File: config.mk
export PLATFORM = sky130hd
export DESIGN_NAME = gpio_mode_sequencer_flat
export DESIGN_NICKNAME = d
export VERILOG_FILES = /design/src/rtl/gpio_mode_sequencer_if.sv /design/src/rtl/gpio_mode_sequencer.sv /design/src/flat_wrapper.sv
export SDC_FILE = /design/constraint.sdc
export NUM_CORES = 1
export LEC_CHECK = 0
export BUFFER_PORTS_ARGS = -buffer_cell sky130_fd_sc_hd__buf_2
export CAP_MARGIN = 20
export CORE_MARGIN = 2
export CORE_UTILIZATION = 47
export CTS_CLUSTER_DIAMETER = 120
export CTS_CLUSTER_SIZE = 25
export DETAILED_ROUTE_END_ITERATION = 8
export MAX_ROUTING_LAYER = met4
export PLACE_DENSITY = 0.76
export SETUP_SLACK_MARGIN = 0.02
export SLEW_MARGIN = 20
export SYNTH_ARGS = -nofsm -noshare
export SYNTH_HDL_FRONTEND = slang
export SYNTH_SLANG_ARGS = --single-unit
File: constraint.sdc
create_clock -name clk -period 2.18 [get_ports clk]
set_input_delay 0 -clock clk [delete_from_list [all_inputs] [get_ports clk]]
set_output_delay 0 -clock clk [all_outputs]
set_load 0.02 [all_outputs]
File: src/rtl/gpio_mode_sequencer_if.sv
// Mode-change request channel for gpio_mode_sequencer.
// The master issues requests; the slave returns ready, busy and the done/err pulses.
interface gpio_mode_sequencer_if #(
   parameter int unsigned NUM_PADS = 4
);
   localparam int unsigned PW = (NUM_PADS > 1) ? $clog2(NUM_PADS) : 1;

   logic          req_valid;
   logic          req_ready;
   logic [PW-1:0] req_pad;
   logic [2:0]    req_mode;
   logic          done;
   logic          err;
   logic          busy;

   modport master (
      output req_valid, req_pad, req_mode,
      input  req_ready, done, err, busy
   );

   modport slave (
      input  req_valid, req_pad, req_mode,
      output req_ready, done, err, busy
   );
endinterface

File: src/rtl/gpio_mode_sequencer.sv
// Glitch-safe runtime drive-mode sequencer for Openframe GPIO pads (park hi-z, apply, commit).
// Optional macro GPIO_SEQ_LOCK_EN adds a sticky request lock (lock_req / locked).
module gpio_mode_sequencer #(
   parameter int unsigned NUM_PADS      = 4,
   parameter int unsigned SETTLE_CYCLES = 4,
   parameter logic [2:0]  RESET_MODE    = 3'd1
) (
   input  logic                  clk,
   input  logic                  rst_n,
   gpio_mode_sequencer_if.slave  req_if,
`ifdef GPIO_SEQ_LOCK_EN
   input  logic                  lock_req,
   output logic                  locked,
`endif
   output logic [3*NUM_PADS-1:0] mode_rd,
   input  logic [NUM_PADS-1:0]   io_out,
   input  logic [NUM_PADS-1:0]   io_oeb,
   output logic [3*NUM_PADS-1:0] gpio_dm,
   output logic [NUM_PADS-1:0]   gpio_inp_dis,
   output logic [NUM_PADS-1:0]   gpio_oeb_out,
   output logic [NUM_PADS-1:0]   gpio_out_val
);
   localparam int unsigned PW = (NUM_PADS > 1) ? $clog2(NUM_PADS) : 1;
   localparam int unsigned CW = $clog2(SETTLE_CYCLES + 1);
   localparam logic [CW-1:0] RELOAD = CW'(SETTLE_CYCLES - 1);

   typedef enum logic [1:0] {
      S_IDLE,
      S_PARK,
      S_APPLY,
      S_COMMIT
   } state_t;

   typedef enum logic [2:0] {
      M_ANALOG   = 3'd0,
      M_INPUT    = 3'd1,
      M_INPUT_PD = 3'd2,
      M_INPUT_PU = 3'd3,
      M_OUTPUT   = 3'd4,
      M_BIDIR    = 3'd5
   } mode_t;

   typedef struct packed {
      logic [2:0] dm;
      logic       inp_dis;
      logic       oeb;
      logic       out;
   } pad_cfg_t;

   state_t        r_state;
   logic [CW-1:0] r_cnt;
   logic [PW-1:0] r_pad;
   mode_t         r_tmode;
   mode_t         r_mode [NUM_PADS];
   logic          r_done;
   logic          r_err;

   logic          w_xfer;
   logic          w_bad;
   logic          w_same;
   logic          w_locked;
   pad_cfg_t      w_cfg;
   pad_cfg_t      w_tgt;

   function automatic pad_cfg_t f_map(input mode_t m, input logic d_out, input logic d_oeb);
      pad_cfg_t c;
      case (m)
         M_INPUT:    c = '{dm: 3'b001, inp_dis: 1'b0, oeb: 1'b1,  out: 1'b0};
         M_INPUT_PD: c = '{dm: 3'b011, inp_dis: 1'b0, oeb: 1'b0,  out: 1'b0};
         M_INPUT_PU: c = '{dm: 3'b010, inp_dis: 1'b0, oeb: 1'b0,  out: 1'b1};
         M_OUTPUT:   c = '{dm: 3'b110, inp_dis: 1'b1, oeb: 1'b0,  out: d_out};
         M_BIDIR:    c = '{dm: 3'b110, inp_dis: 1'b0, oeb: d_oeb, out: d_out};
         default:    c = '{dm: 3'b000, inp_dis: 1'b1, oeb: 1'b1,  out: 1'b0};
      endcase
      return c;
   endfunction

`ifdef GPIO_SEQ_LOCK_EN
   logic r_locked;
   assign locked   = r_locked;
   assign w_locked = r_locked;
`else
   assign w_locked = 1'b0;
`endif

   assign req_if.req_ready = (r_state == S_IDLE);
   assign req_if.busy      = (r_state != S_IDLE);
   assign req_if.done      = r_done;
   assign req_if.err       = r_err;

   assign w_xfer = req_if.req_valid && (r_state == S_IDLE);
   assign w_bad  = (req_if.req_mode > 3'd5) || (32'(req_if.req_pad) >= NUM_PADS) || w_locked;
   // Only consulted when w_bad is clear, so the pad index is in range here.
   assign w_same = (r_mode[req_if.req_pad] == mode_t'(req_if.req_mode));

   always_ff @(posedge clk or negedge rst_n) begin
      if (!rst_n) begin
         r_state <= S_IDLE;
         r_cnt   <= '0;
         r_pad   <= '0;
         r_tmode <= mode_t'(RESET_MODE);
         r_done  <= 1'b0;
         r_err   <= 1'b0;
         for (int unsigned n = 0; n < NUM_PADS; n++) begin
            r_mode[n] <= mode_t'(RESET_MODE);
         end
`ifdef GPIO_SEQ_LOCK_EN
         r_locked <= 1'b0;
`endif
      end else begin
         r_done <= 1'b0;
         r_err  <= 1'b0;
`ifdef GPIO_SEQ_LOCK_EN
         if ((r_state == S_IDLE) && lock_req) begin
            r_locked <= 1'b1;
         end
`endif
         case (r_state)
            S_IDLE: begin
               if (w_xfer) begin
                  if (w_bad) begin
                     r_err <= 1'b1;
                  end else if (w_same) begin
                     r_done <= 1'b1;
                  end else begin
                     r_pad   <= req_if.req_pad;
                     r_tmode <= mode_t'(req_if.req_mode);
                     r_cnt   <= RELOAD;
                     r_state <= S_PARK;
                  end
               end
            end
            S_PARK: begin
               if (r_cnt == '0) begin
                  r_cnt   <= RELOAD;
                  r_state <= S_APPLY;
               end else begin
                  r_cnt <= r_cnt - 1'b1;
               end
            end
            S_APPLY: begin
               if (r_cnt == '0) begin
                  r_done  <= 1'b1;
                  r_state <= S_COMMIT;
               end else begin
                  r_cnt <= r_cnt - 1'b1;
               end
            end
            S_COMMIT: begin
               r_mode[r_pad] <= r_tmode;
               r_state       <= S_IDLE;
            end
            default: r_state <= S_IDLE;
         endcase
      end
   end

   always_comb begin
      mode_rd = '0;
      for (int unsigned n = 0; n < NUM_PADS; n++) begin
         mode_rd[3*n +: 3] = r_mode[n];
      end
   end

   // Target pad is held hi-z while parked and while the new drive mode settles.
   always_comb begin
      gpio_dm      = '0;
      gpio_inp_dis = '0;
      gpio_oeb_out = '0;
      gpio_out_val = '0;
      w_cfg        = '0;
      w_tgt        = f_map(r_tmode, 1'b0, 1'b1);
      for (int unsigned n = 0; n < NUM_PADS; n++) begin
         w_cfg = f_map(r_mode[n], io_out[n], io_oeb[n]);
         if (((r_state == S_PARK) || (r_state == S_APPLY)) && (32'(r_pad) == n)) begin
            if (r_state == S_PARK) begin
               w_cfg.dm      = 3'b001;
               w_cfg.inp_dis = 1'b0;
            end else begin
               w_cfg.dm      = w_tgt.dm;
               w_cfg.inp_dis = w_tgt.inp_dis;
            end
            w_cfg.oeb = 1'b1;
            w_cfg.out = 1'b0;
         end
         gpio_dm[3*n +: 3] = w_cfg.dm;
         gpio_inp_dis[n]   = w_cfg.inp_dis;
         gpio_oeb_out[n]   = w_cfg.oeb;
         gpio_out_val[n]   = w_cfg.out;
      end
   end
endmodule

File: src/flat_wrapper.sv
// flat-port wrapper written by rule: the top's interface ports become plain ports
module gpio_mode_sequencer_flat 
#(
   parameter int unsigned NUM_PADS      = 4,
   parameter int unsigned SETTLE_CYCLES = 4,
   parameter logic [2:0]  RESET_MODE    = 3'd1
)
  (clk, rst_n, mode_rd, io_out, io_oeb, gpio_dm, gpio_inp_dis, gpio_oeb_out, gpio_out_val, req_if_req_valid, req_if_req_pad, req_if_req_mode, req_if_req_ready, req_if_done, req_if_err, req_if_busy);
  gpio_mode_sequencer_if #(.NUM_PADS(NUM_PADS)) req_if_i ();
  input  logic clk;
  input  logic rst_n;
  output logic [3*NUM_PADS-1:0] mode_rd;
  input  logic [NUM_PADS-1:0] io_out;
  input  logic [NUM_PADS-1:0] io_oeb;
  output logic [3*NUM_PADS-1:0] gpio_dm;
  output logic [NUM_PADS-1:0] gpio_inp_dis;
  output logic [NUM_PADS-1:0] gpio_oeb_out;
  output logic [NUM_PADS-1:0] gpio_out_val;
  input wire logic [$bits(req_if_i.req_valid)-1:0] req_if_req_valid;
  input wire logic [$bits(req_if_i.req_pad)-1:0] req_if_req_pad;
  input wire logic [$bits(req_if_i.req_mode)-1:0] req_if_req_mode;
  output wire logic [$bits(req_if_i.req_ready)-1:0] req_if_req_ready;
  output wire logic [$bits(req_if_i.done)-1:0] req_if_done;
  output wire logic [$bits(req_if_i.err)-1:0] req_if_err;
  output wire logic [$bits(req_if_i.busy)-1:0] req_if_busy;
  assign req_if_i.req_valid = req_if_req_valid;
  assign req_if_i.req_pad = req_if_req_pad;
  assign req_if_i.req_mode = req_if_req_mode;
  assign req_if_req_ready = req_if_i.req_ready;
  assign req_if_done = req_if_i.done;
  assign req_if_err = req_if_i.err;
  assign req_if_busy = req_if_i.busy;
  gpio_mode_sequencer #(.NUM_PADS(NUM_PADS), .SETTLE_CYCLES(SETTLE_CYCLES), .RESET_MODE(RESET_MODE)) u_core (.clk(clk), .rst_n(rst_n), .req_if(req_if_i), .mode_rd(mode_rd), .io_out(io_out), .io_oeb(io_oeb), .gpio_dm(gpio_dm), .gpio_inp_dis(gpio_inp_dis), .gpio_oeb_out(gpio_oeb_out), .gpio_out_val(gpio_out_val));
endmodule
# Yosys cells after proc, flatten, opt, wreduce, memory -nomap -nowiden
# Cells that the tools add are included.
[totals]
reg_bits = 24
in_bits = 16
out_inout_bits = 40
wordCells = 108
[op_classes]
add_sub_neg = 1
magnitude_cmp = 4
eq_ne = 38
n_mux = 36
bitwise_logic = 4
n_reduce_logical = 15
[op_table]
columns = ["operator", "n"]
rows = [
  ["$pmux 6 s5", 5],
  ["$eq 3x2->1 const B", 10],
  ["$eq 3x3->1 const B", 10],
  ["$mux 3", 8],
  ["$mux 6", 4],
  ["$eq 3x1->1 const B", 5],
  ["$bwmux 12", 1],
  ["$mux 2", 5],
  ["$reduce_and 5->1", 2],
  ["$pmux 3 s3", 1],
  ["$eq 2x2->1 const B", 4],
  ["$pmux 2 s4", 1],
  ["$mux 1", 7],
  ["$bmux 3 s2", 1],
  ["$demux 3 s2", 1],
  ["$ge 3x3->1 const B", 2],
  ["$logic_and 1x1->1", 6],
  ["$ne 2x1->1 const B", 3],
  ["$ne 2x2->1 const B", 3],
  ["$not 2->3", 2],
  ["$eq 2x1->1 const B", 2],
  ["$logic_not 2->1", 2],
  ["$mux 4", 1],
  ["$reduce_and 4->1", 1],
  ["other kinds (10)", 11],
]

# Logic depth before layout (Yosys ltp)
# Gate-level depths: netlist of the first run.
[logic_depth]
depth_word = 9
mapped_depth = 7
ltp_nobuf = 6

# Worst setup path after synthesis of the first run
# Ideal clock, no wire load.
[synth_path]
path_type = "register -> register"
startpoint = "register u_core.r_mode, in the netlist u_core.mode_rd[11]"
endpoint = "register u_core.r_cnt[2]"
setup_time_ns = 0.129
arrival_time_ns = 2.031
required_ns = 2.051
path_slack_ns = 0.020
stages_incl_launch_ff = 6
path_buffers = 1
period_less_slack_ns = 2.160
cell_sequence = "dfrtp_1 -> mux4_2 -> xor2_1 -> or3_1 -> buf_2 -> a2111o_1"
[synth_between]
elab_chain_len = 6
[synth_rtl]
columns = ["item", "line_no", "text"]
rows = [
  ["from (decl)", "gpio_mode_sequencer.sv:54", "mode_t r_mode [NUM_PADS];"],
  ["from (signal, indexed assignment)", "gpio_mode_sequencer.sv:105", "r_mode[n] <= mode_t'(RESET_MODE);"],
  ["from (signal, indexed assignment)", "gpio_mode_sequencer.sv:150", "r_mode[r_pad] <= r_tmode;"],
  ["$bmux 3 s2", "gpio_mode_sequencer.sv:94", "assign w_same = (r_mode[req_if.req_pad] == mode_t'(req_if.req_mode));"],
  ["$mux 3 (implied by the code) (2 in a row)", "gpio_mode_sequencer.sv:94", ""],
  ["$eq 3x3->1", "gpio_mode_sequencer.sv:94", ""],
  ["$ne 2x2->1 (no source line)", "n/a", ""],
  ["$reduce_and 5->1 (no source line)", "n/a", ""],
  ["to (signal assigned)", "gpio_mode_sequencer.sv:138", "r_cnt <= r_cnt - 1'b1;"],
  ["to (signal assigned)", "gpio_mode_sequencer.sv:146", "r_cnt <= r_cnt - 1'b1;"],
  ["to (decl)", "gpio_mode_sequencer.sv:51", "logic [CW-1:0] r_cnt;"],
]
# No other way between the ends. The select of a mux whose other input is x is not followed.
# A chain may end at the register's enable or synchronous reset.

# Final worst setup path of the first run
[layout_path]
startpoint = "register u_core.r_mode, in the netlist u_core.mode_rd[0]"
endpoint = "register u_core.r_cnt[2]"
# The elaborated chain is that of the path after synthesis.

==> results of run 1 <==
state kept, by name (all words and copies together), names as in the netlist:
signal              cells
u_core.r_tmode          3
u_core.r_pad            2
u_core.r_state          2
u_core.req_if.done      1
u_core.req_if.err       1
u_core.mode_rd         12
u_core.r_cnt            3
cells in the final DEF (no fill, tap or decap), types with 2 or more instances in the layout:
cell	count
buf_2	55
nor2b_1	8
nor2_1	12
o21ai_0	13
dfrtp_1	19
clkbuf_8	4
ha_1	9
nand2b_1	9
nor3b_1	3
nand2_1	24
nand3b_1	6
a32oi_1	2
and2_1	2
buf_4	12
xnor2_1	4
a21oi_1	12
inv_1	10
o211ai_1	2
nor3_1	3
o21bai_1	3
a2bb2oi_1	2
xor2_2	3
o22ai_1	3
o31ai_1	3
a21boi_0	2
nand3_1	4
or3_1	2
o32ai_1	2
a211oi_1	3
nor4_1	5
mux4_2	2
dfstp_2	5
mux2_2	17
cells by family (layout without fill, tap and decap cells):
kind of cell,after synthesis,after routing,synth area share
xor+xnor,8,8,0.0399
simple gates,79,79,0.209
compound gates,57,57,0.199
fa+ha+maj,10,10,0.0644
buf+inv,18,82,0.0354
mux,21,21,0.140
flops,24,24,0.312
how the worst max path moves through the flow:
stage,cells after the start,slack (ns),end
floorplan,5,0.02,u_core.r_cnt[2]
global placement,4,0.21,u_core.r_cnt[2]
detailed placement,4,0.13,u_core.r_pad[0]
CTS,5,0.04,gpio_dm[6]
global route,7,0.04,gpio_dm[0]
finish,4,0.17,u_core.r_cnt[2]
through the flow:
stage | utilization | hold WS [ns] | setup WS (ns)
floorplan | - | -0.296 | 0.0204
global placement | 0.585 | 0.00833 | 0.209
detailed placement | 0.585 | 0.0134 | 0.134
CTS | 0.602 | 0.0281 | 0.0404
global route | 0.610 | 0.0353 | 0.0361
finish | 0.610 | 0.0281 | 0.173
timing repair:
| action | in CTS | in global routing |
|---|---|---|
| gates resized for setup | 0 | 5 |
| hold buffers | 1 | 0 |
| hold endpoints to repair | 19 | 0 |
| endpoints found under the setup margin | 0 | 24 |
layer usage:
| layer | share of wire | wire [um] | up-vias | GRT usage |
|---|---|---|---|---|
| met1 | 0.45 | 2280 | 875 | 0.331 |
| met4 | 0.0089 | 45 | 0 | 0.0675 |
| met2 | 0.48 | 2440 | 57 | 0.377 |
| met5 | 0 | 0 | - | - |
| li1 | - | - | 931 | - |
| met3 | 0.060 | 306 | 6 | 0.0428 |
final cells by class:
cell class                      instances  area (um^2)  share of cell area
Clock buffer                            4         55.1              0.0226
Inverter                               10         37.5              0.0154
Multi-Input combinational cell        175         1300               0.534
Sequential cell                        24          607               0.249
Tap cell                               50         62.6              0.0256
Timing Repair Buffer                   68          375               0.154
==> flow_summary.json, run 1 <==
{
  "start_kind": "register",
  "wl_um": 5070,
  "period_needed_ns": 2.01,
  "area_growth_syn_to_layout_pct": 25.5,
  "reg2reg_depth": 4,
  "ys_types": 46,
  "tightest_slew_ns": 0.553,
  "ys_warn_count": 0,
  "synthTopCellsByArea": "dfrtp_1 (24%), mux2_2 (9.8%), dfstp_2 (6.8%)",
  "cp.buffers_inverters": 0,
  "syn-num-nets": 243,
  "cp_cell_sequence": "mux4_2 > xor2_2 > or3_1 > a2111o_1",
  "placed_area_um2": 2340,
  "synth-seq-cells": 24,
  "crit_required_ns": 2.34,
  "clockRootBuffer": "clkbuf_8",
  "synth-edff-count": 0,
  "synth_most_common_cell": "nand2_1",
  "crit_type": "reg -> reg",
  "io_buffers": 55,
  "synth_top_area_cell": "dfrtp_1",
  "yosysSeqAreaShare": 0.312,
  "yosysTopAreaCellShare": 0.245,
  "ff2ff_setup_slack_ns": 0.17,
  "place_congestion": 0.903,
  "ios": 56,
  "htreeDepth": 1,
  "vias_per_cell": 5.65,
  "die_x_um": 68.3,
  "place_hpwl_um": 3900,
  "maxSlewHeadroom": 0.631,
  "timing.rr.end": "u_core.r_cnt[2]",
  "status": "completed",
  "min-delay-start": "req_if_req_pad[1]",
  "wl_per_cell_um": 15.3,
  "stdcell_area_um2": 2440,
  "die_area_um2": 4670,
  "cap_violations": 0,
  "drive_above_1_share": 0.363,
  "fmax_mhz": 498,
  "gr-usage-all-layers": 0.244,
  "hold_violations": 0,
  "nets": 308,
  "hold_path_class": "in -> reg",
  "clock_sink_count": 24,
  "setup_violations": 0,
  "synth_common_cells": "nand2_1 (24), dfrtp_1 (19), mux2_2 (17)",
  "start_util": 0.486,
  "core_um2": 4000,
  "clock_skew_ns": 0.0112,
  "grt_pass1_vias": 1692,
  "arrival_ns": 2.17,
  "cts_tree": "done",
  "synth-main-ff-cell": "dfrtp_1",
  "via_count": 1869,
  "crit_path_end_kind": "register",
  "antenna_found_initial": 0,
  "slowest_delay_ns": 0.49,
  "grt_start_max_net_pins": 25,
  "die_h_um": 68.3,
  "final_cells": 331,
  "drc": 0,
  "clk_pin_slew_ns": 0.09,
  "setup_tns_ns": 0,
  "worstHoldEndpoint": "u_core.r_pad[1]",
  "overflow": 0,
  "crit_slowest_cell": "mux4_2",
  "clk_latency_ns": 0.28,
  "netlist_area_um2": 1940,
  "async_reset_ff_frac": 1.00,
  "drtAntennaViolNets": 0,
  "cp_top_family": "multiplexers",
  "cts.path.max_buffers": 2,
  "drv_slew": 0,
  "postCtsSetupBuffers": 0,
  "numCtsBuffers": 3,
  "dr.pass1.iters": 4,
  "reg2reg_from": "u_core.mode_rd[0]",
  "crit_start": "u_core.mode_rd[0]",
  "min_path_cells": 2,
  "fillerInstances": 343,
  "synth.avg_cell_area_um2": 8.96,
  "drt_iter0_markers": 144,
  "rsz0062_at_grt": "no",
  "dp.cells": 326,
  "fin_crit_sh": 0.921,
  "grt_pass1_wl_um": 8240,
  "diodes": 0,
  "path_max_fanout": 7,
  "placementRows": 23,
  "synth_cells": 217
}
Power of run 1 is left out: the tool's default activity adds up to more than one toggle a clock period on the data nets, which glitch-free logic cannot reach.
==> inputs of run 2 (changes only) <==
Settings changed: CELL_PAD_IN_SITES_DETAIL_PLACEMENT set to 1, CELL_PAD_IN_SITES_GLOBAL_PLACEMENT set to 1, CORE_UTILIZATION 47 to 35, PLACE_DENSITY 0.76 to not set, PLACE_DENSITY_LB_ADDON set to 0.1.
==> run 2 against run 1 <==
Net effect:
- first-iteration DRC count down 49%
- maximum frequency down 0.72%
- clock skew down 0.0078 ns
- hold slack better by 0.014 ns
- largest cell class unchanged
- sequential share of layout area down 0.55 points
- register-to-register slack about the same
- highest routed layer unchanged
- wire length up 20%
==> flow_summary.json, run 2 (synthesis results as in run 1) <==
{
  "reg2reg_from": "u_core.mode_rd[9]",
  "maxSlewHeadroom": 0.642,
  "setup_tns_ns": 0,
  "wl_per_cell_um": 17.1,
  "crit_start": "u_core.mode_rd[9]",
  "drive_above_1_share": 0.375,
  "reg2reg_depth": 4,
  "drtAntennaViolNets": 0,
  "wl_um": 6070,
  "grt_pass1_wl_um": 9900,
  "start_kind": "register",
  "cap_violations": 0,
  "path_depth": 4,
  "mostFrequentLayoutCell": "buf_2",
  "gr-usage-all-layers": 0.210,
  "cts_tree": "done",
  "hold_path_class": "in -> reg",
  "largest_reg_flops": 12,
  "drt_iter0_markers": 74,
  "setup_violations": 0,
  "fin_crit_sh": 0.928,
  "grt_start_max_net_pins": 25,
  "status": "completed",
  "crit_required_ns": 2.34,
  "drc": 0,
  "numCtsBuffers": 3,
  "htreeDepth": 1,
  "fillerInstances": 670,
  "register_area_um2": 608,
  "grt_pass1_vias": 1920,
  "slowest_delay_ns": 0.51,
  "hold_violations": 0,
  "cp_cell_sequence": "mux4_2 > xor2_2 > or3_1 > a2111o_1",
  "clockRootBuffer": "clkbuf_8",
  "via_count": 1887,
  "cts.path.max_buffers": 2,
  "core_um2": 5440,
  "drv_slew": 0,
  "cp.buffers_inverters": 0,
  "tightest_slew_ns": 0.538,
  "place_hpwl_um": 4730,
  "io_buffers": 55,
  "diodes": 0,
  "period_needed_ns": 2.02,
  "fmax_mhz": 495,
  "clock_sink_count": 24,
  "place_congestion": 0.812,
  "die_area_um2": 6170,
  "antenna_found_initial": 0,
  "min-delay-start": "req_if_req_pad[1]",
  "crit_slowest_cell": "mux4_2",
  "clk_latency_ns": 0.27,
  "rsz0062_at_grt": "yes",
  "crit_path_end_kind": "register",
  "clk_pin_slew_ns": 0.09,
  "ios": 56,
  "path_max_fanout": 7,
  "die_x_um": 78.5,
  "multiInputGateArea_um2": 1310,
  "vias_per_cell": 5.32,
  "overflow": 0,
  "die_h_um": 78.5,
  "crit_type": "reg -> reg",
  "placementRows": 27,
  "layout_common_cells": "buf_2 (56), nand2_1 (24), dfrtp_1 (18), mux2_2 (17)",
  "nets": 310,
  "clock_skew_ns": 0.00340,
  "start_util": 0.357,
  "min_path_cells": 2,
  "cp_top_family": "multiplexers",
  "arrival_ns": 2.18,
  "dr.pass1.iters": 4,
  "area_growth_syn_to_layout_pct": 28.6
}
## run 2: cell types whose count changed in the layout (fill, tap and decap cells not counted)
cell | before | now
ha_1 | 9 | 8
bufinv_16 | 0 | 1
dfrtp_2 | 0 | 1
buf_2 | 55 | 56
ha_2 | 0 | 1
dfrtp_1 | 19 | 18
buf_4 | 12 | 13
clkbuf_8 | 4 | 3
## run 2: stage by stage
stage	cell area [um^2]	instances	setup slack (ns)	hold WS (ns)	util
after detailed placement	2380	349	0.124	0.0154	0.437
after global routing	2500	355	0.0125	0.0381	0.460
after global placement	2380	349	0.196	0.0112	0.437
after CTS	2460	354	0.0326	0.0452	0.452
final	2500	355	0.158	0.0420	0.460
after floorplan	1940	217	0.0204	-0.296	-
## run 2: path summary, 6_finish.rpt
kind	end	slack, ns
setup reg to reg	u_core.r_cnt[2]	0.16
max in group asynchronous	u_core.r_state[1]	1.55
setup / recovery	u_core.r_cnt[2]	0.16
hold / removal	u_core.r_pad[1]	0.04
hold reg to reg	u_core.r_cnt[1]	0.61
min in group asynchronous	u_core.r_cnt[0]	0.24
## run 2: repair_timing
action / in CTS / in global routing
hold buffers: 1 / 0
pin swaps: 0 / 1
gates resized for setup: 1 / 6
buffers inserted: 0 / 1
hold endpoints to repair: 19 / 0
setup endpoints to repair: 9 / 20
## run 2: layout make-up
cell class	count	share of cell area
tap	72	0.0360
clock buffer	3	0.0165
clock inverter	1	0.0120
sequential	24	0.243
timing repair buffer	70	0.155
multi-input combinational	175	0.522
inverter	10	0.0150
## run 2: worst reg2reg max path: stages (launching register included)
cell and delay [ns]:
dfstp_2 0.41, mux4_2 0.51, xor2_2 0.20, or3_1 0.41, a2111o_1 0.37
## run 2: routing by layer
layer  part of all wire  vias to the layer above  global-route usage  wire, um
met5                  0                        -                   -         0
met3              0.045                        7              0.0333       273
met2               0.47                       48               0.339      2860
met4             0.0076                        0              0.0211        46
li1                   -                      924                   -         -
met1               0.48                      908               0.289      2880
Power of run 2 is left out for the same reason.
==> inputs of run 3 (changes only) <==
Settings changed: CORE_UTILIZATION 35 to 39.
Clock period 2.18 ns to 1.9 ns, I/O delays scaled along.
==> run 3 against run 2 <==
Net effect:
- the run now ends with setup timing left
- wire length rose by 16%
- clock skew fell by 0.0021 ns
- flip-flop and latch count did not move
- critical path type unchanged
- critical path depth did not move
- critical endpoint unchanged
==> flow_summary.json, run 3 (synthesis results as in run 1) <==
{
  "status": "complete, but fails checks",
  "violations": "setup timing",
  "mostFrequentLayoutCell": "buf_2",
  "drt_iter0_markers": 69,
  "cp_top_family": "multiplexers",
  "period_needed_ns": 2.01,
  "clockRootBuffer": "clkbuf_8",
  "fmax_mhz": 499,
  "min-delay-start": "req_if_req_mode[0]",
  "drtAntennaViolNets": 0,
  "cp.buffers_inverters": 0,
  "crit_required_ns": 2.06,
  "crit_slowest_cell": "mux4_2",
  "maxSlewHeadroom": 0.646,
  "dr.pass1.iters": 4,
  "holdWs_ns": 0.0238,
  "setup_violations": 10,
  "cap_violations": 0,
  "cts_tree": "done",
  "diodes": 0,
  "crit_type": "reg -> reg",
  "clock_skew_ns": 0.00133,
  "drive_above_1_share": 0.506,
  "ios": 56,
  "grt_pass1_vias": 2028,
  "drv_slew": 0,
  "antenna_found_initial": 0,
  "rsz0062_at_grt": "yes",
  "reg2reg_from": "u_core.mode_rd[11]",
  "gr-usage-all-layers": 0.262,
  "place_congestion": 0.885,
  "arrival_ns": 2.16,
  "area_growth_syn_to_layout_pct": 44.0,
  "vias_per_cell": 5.62,
  "die_x_um": 74.6,
  "grt_pass1_wl_um": 10600,
  "grt_start_max_net_pins": 25,
  "die_h_um": 74.6,
  "hold_violations": 0,
  "fillerInstances": 584,
  "die_area_um2": 5570,
  "wl_um": 7050,
  "io_buffers": 55,
  "cp_cell_sequence": "mux4_2 > xor2_2 > or3_4 > a2111o_1",
  "path_max_fanout": 4,
  "clock_sink_count": 24,
  "setup_tns_ns": -0.595,
  "layout_common_cells": "buf_2 (49), buf_4 (40), nand2_1 (23), mux2_2 (16)",
  "start_util": 0.409,
  "placed_area_um2": 2560,
  "hold_path_class": "in -> reg",
  "fin_ws_ns": -0.105,
  "htreeDepth": 1,
  "crit_path_end_kind": "register",
  "crit_start": "u_core.mode_rd[11]",
  "wl_per_cell_um": 18.8,
  "largest_reg_flops": 12,
  "placementRows": 25,
  "via_count": 2107,
  "start_kind": "register",
  "stdcell_area_um2": 2800,
  "place_hpwl_um": 5240,
  "clk_latency_ns": 0.27,
  "ff2ff_setup_slack_ns": -0.11,
  "cts.path.max_buffers": 2,
  "overflow": 0,
  "drc": 0,
  "core_um2": 4750,
  "tightest_slew_ns": 0.531,
  "fin_crit_sh": 1.06,
  "clk_pin_slew_ns": 0.09,
  "slowest_delay_ns": 0.52,
  "nets": 335,
  "numCtsBuffers": 3
}
run 3: cell types whose count changed in the layout (fill, tap and decap cells not counted), moves of 3 or more:
cell / delta
buf_4: +27
buf_2: -7
dfrtp_1: -7
dfrtp_2: +7
buf_6: +4
a211oi_1: -3
a211oi_2: +3
inv_1: -3
o21ai_0: -3
o21ai_1: +3
run 3: path summary, 6_finish.rpt:
check	to	depth (start not counted)
max	u_core.r_cnt[2]	4
min	u_core.r_tmode[0]	2
max reg2reg	u_core.r_cnt[2]	4
min reg2reg	u_core.r_cnt[1]	2
max in group asynchronous	u_core.mode_rd[4]	2
min in group asynchronous	u_core.req_if.err	2
run 3: per-layer routing:
metal / part of all wire / wire length (um) / global-route usage
met3: 0.044 / 307 / 0.0308
met2: 0.49 / 3470 / 0.442
met4: 0.013 / 93 / 0.0635
met5: 0 / 0 / -
met1: 0.45 / 3180 / 0.337
run 3: area by class of cell:
cell class,instances,area [um^2],area share
inverters,10,40.0,0.0143
clock inverters,1,30.0,0.0107
flip-flops and latches,24,617,0.220
multi-input cells,175,1380,0.494
repair buffers,95,606,0.216
clock buffers,3,41.3,0.0148
well taps,67,83.8,0.0300
run 3: what timing repair did:
| action | in CTS | in global routing |
|---|---|---|
| resized for setup | 13 | 27 |
| hold buffers | 1 | 0 |
| gates cloned | 0 | 1 |
| pin swaps | 1 | 3 |
| endpoints found under the hold margin | 19 | 0 |
| buffers inserted | 0 | 3 |
| setup endpoints to repair | 34 | 26 |
run 3: through the flow:
| stage | std cells | setup WS [ns] | utilization |
|---|---|---|---|
| floorplan | 217 | -0.218 | - |
| CTS | 371 | -0.0804 | 0.567 |
| global route | 375 | -0.130 | 0.589 |
| finish | 375 | -0.105 | 0.589 |
| detailed placement | 366 | -0.115 | 0.539 |
| global placement | 366 | -0.0439 | 0.539 |
Power of run 3 is left out for the same reason.
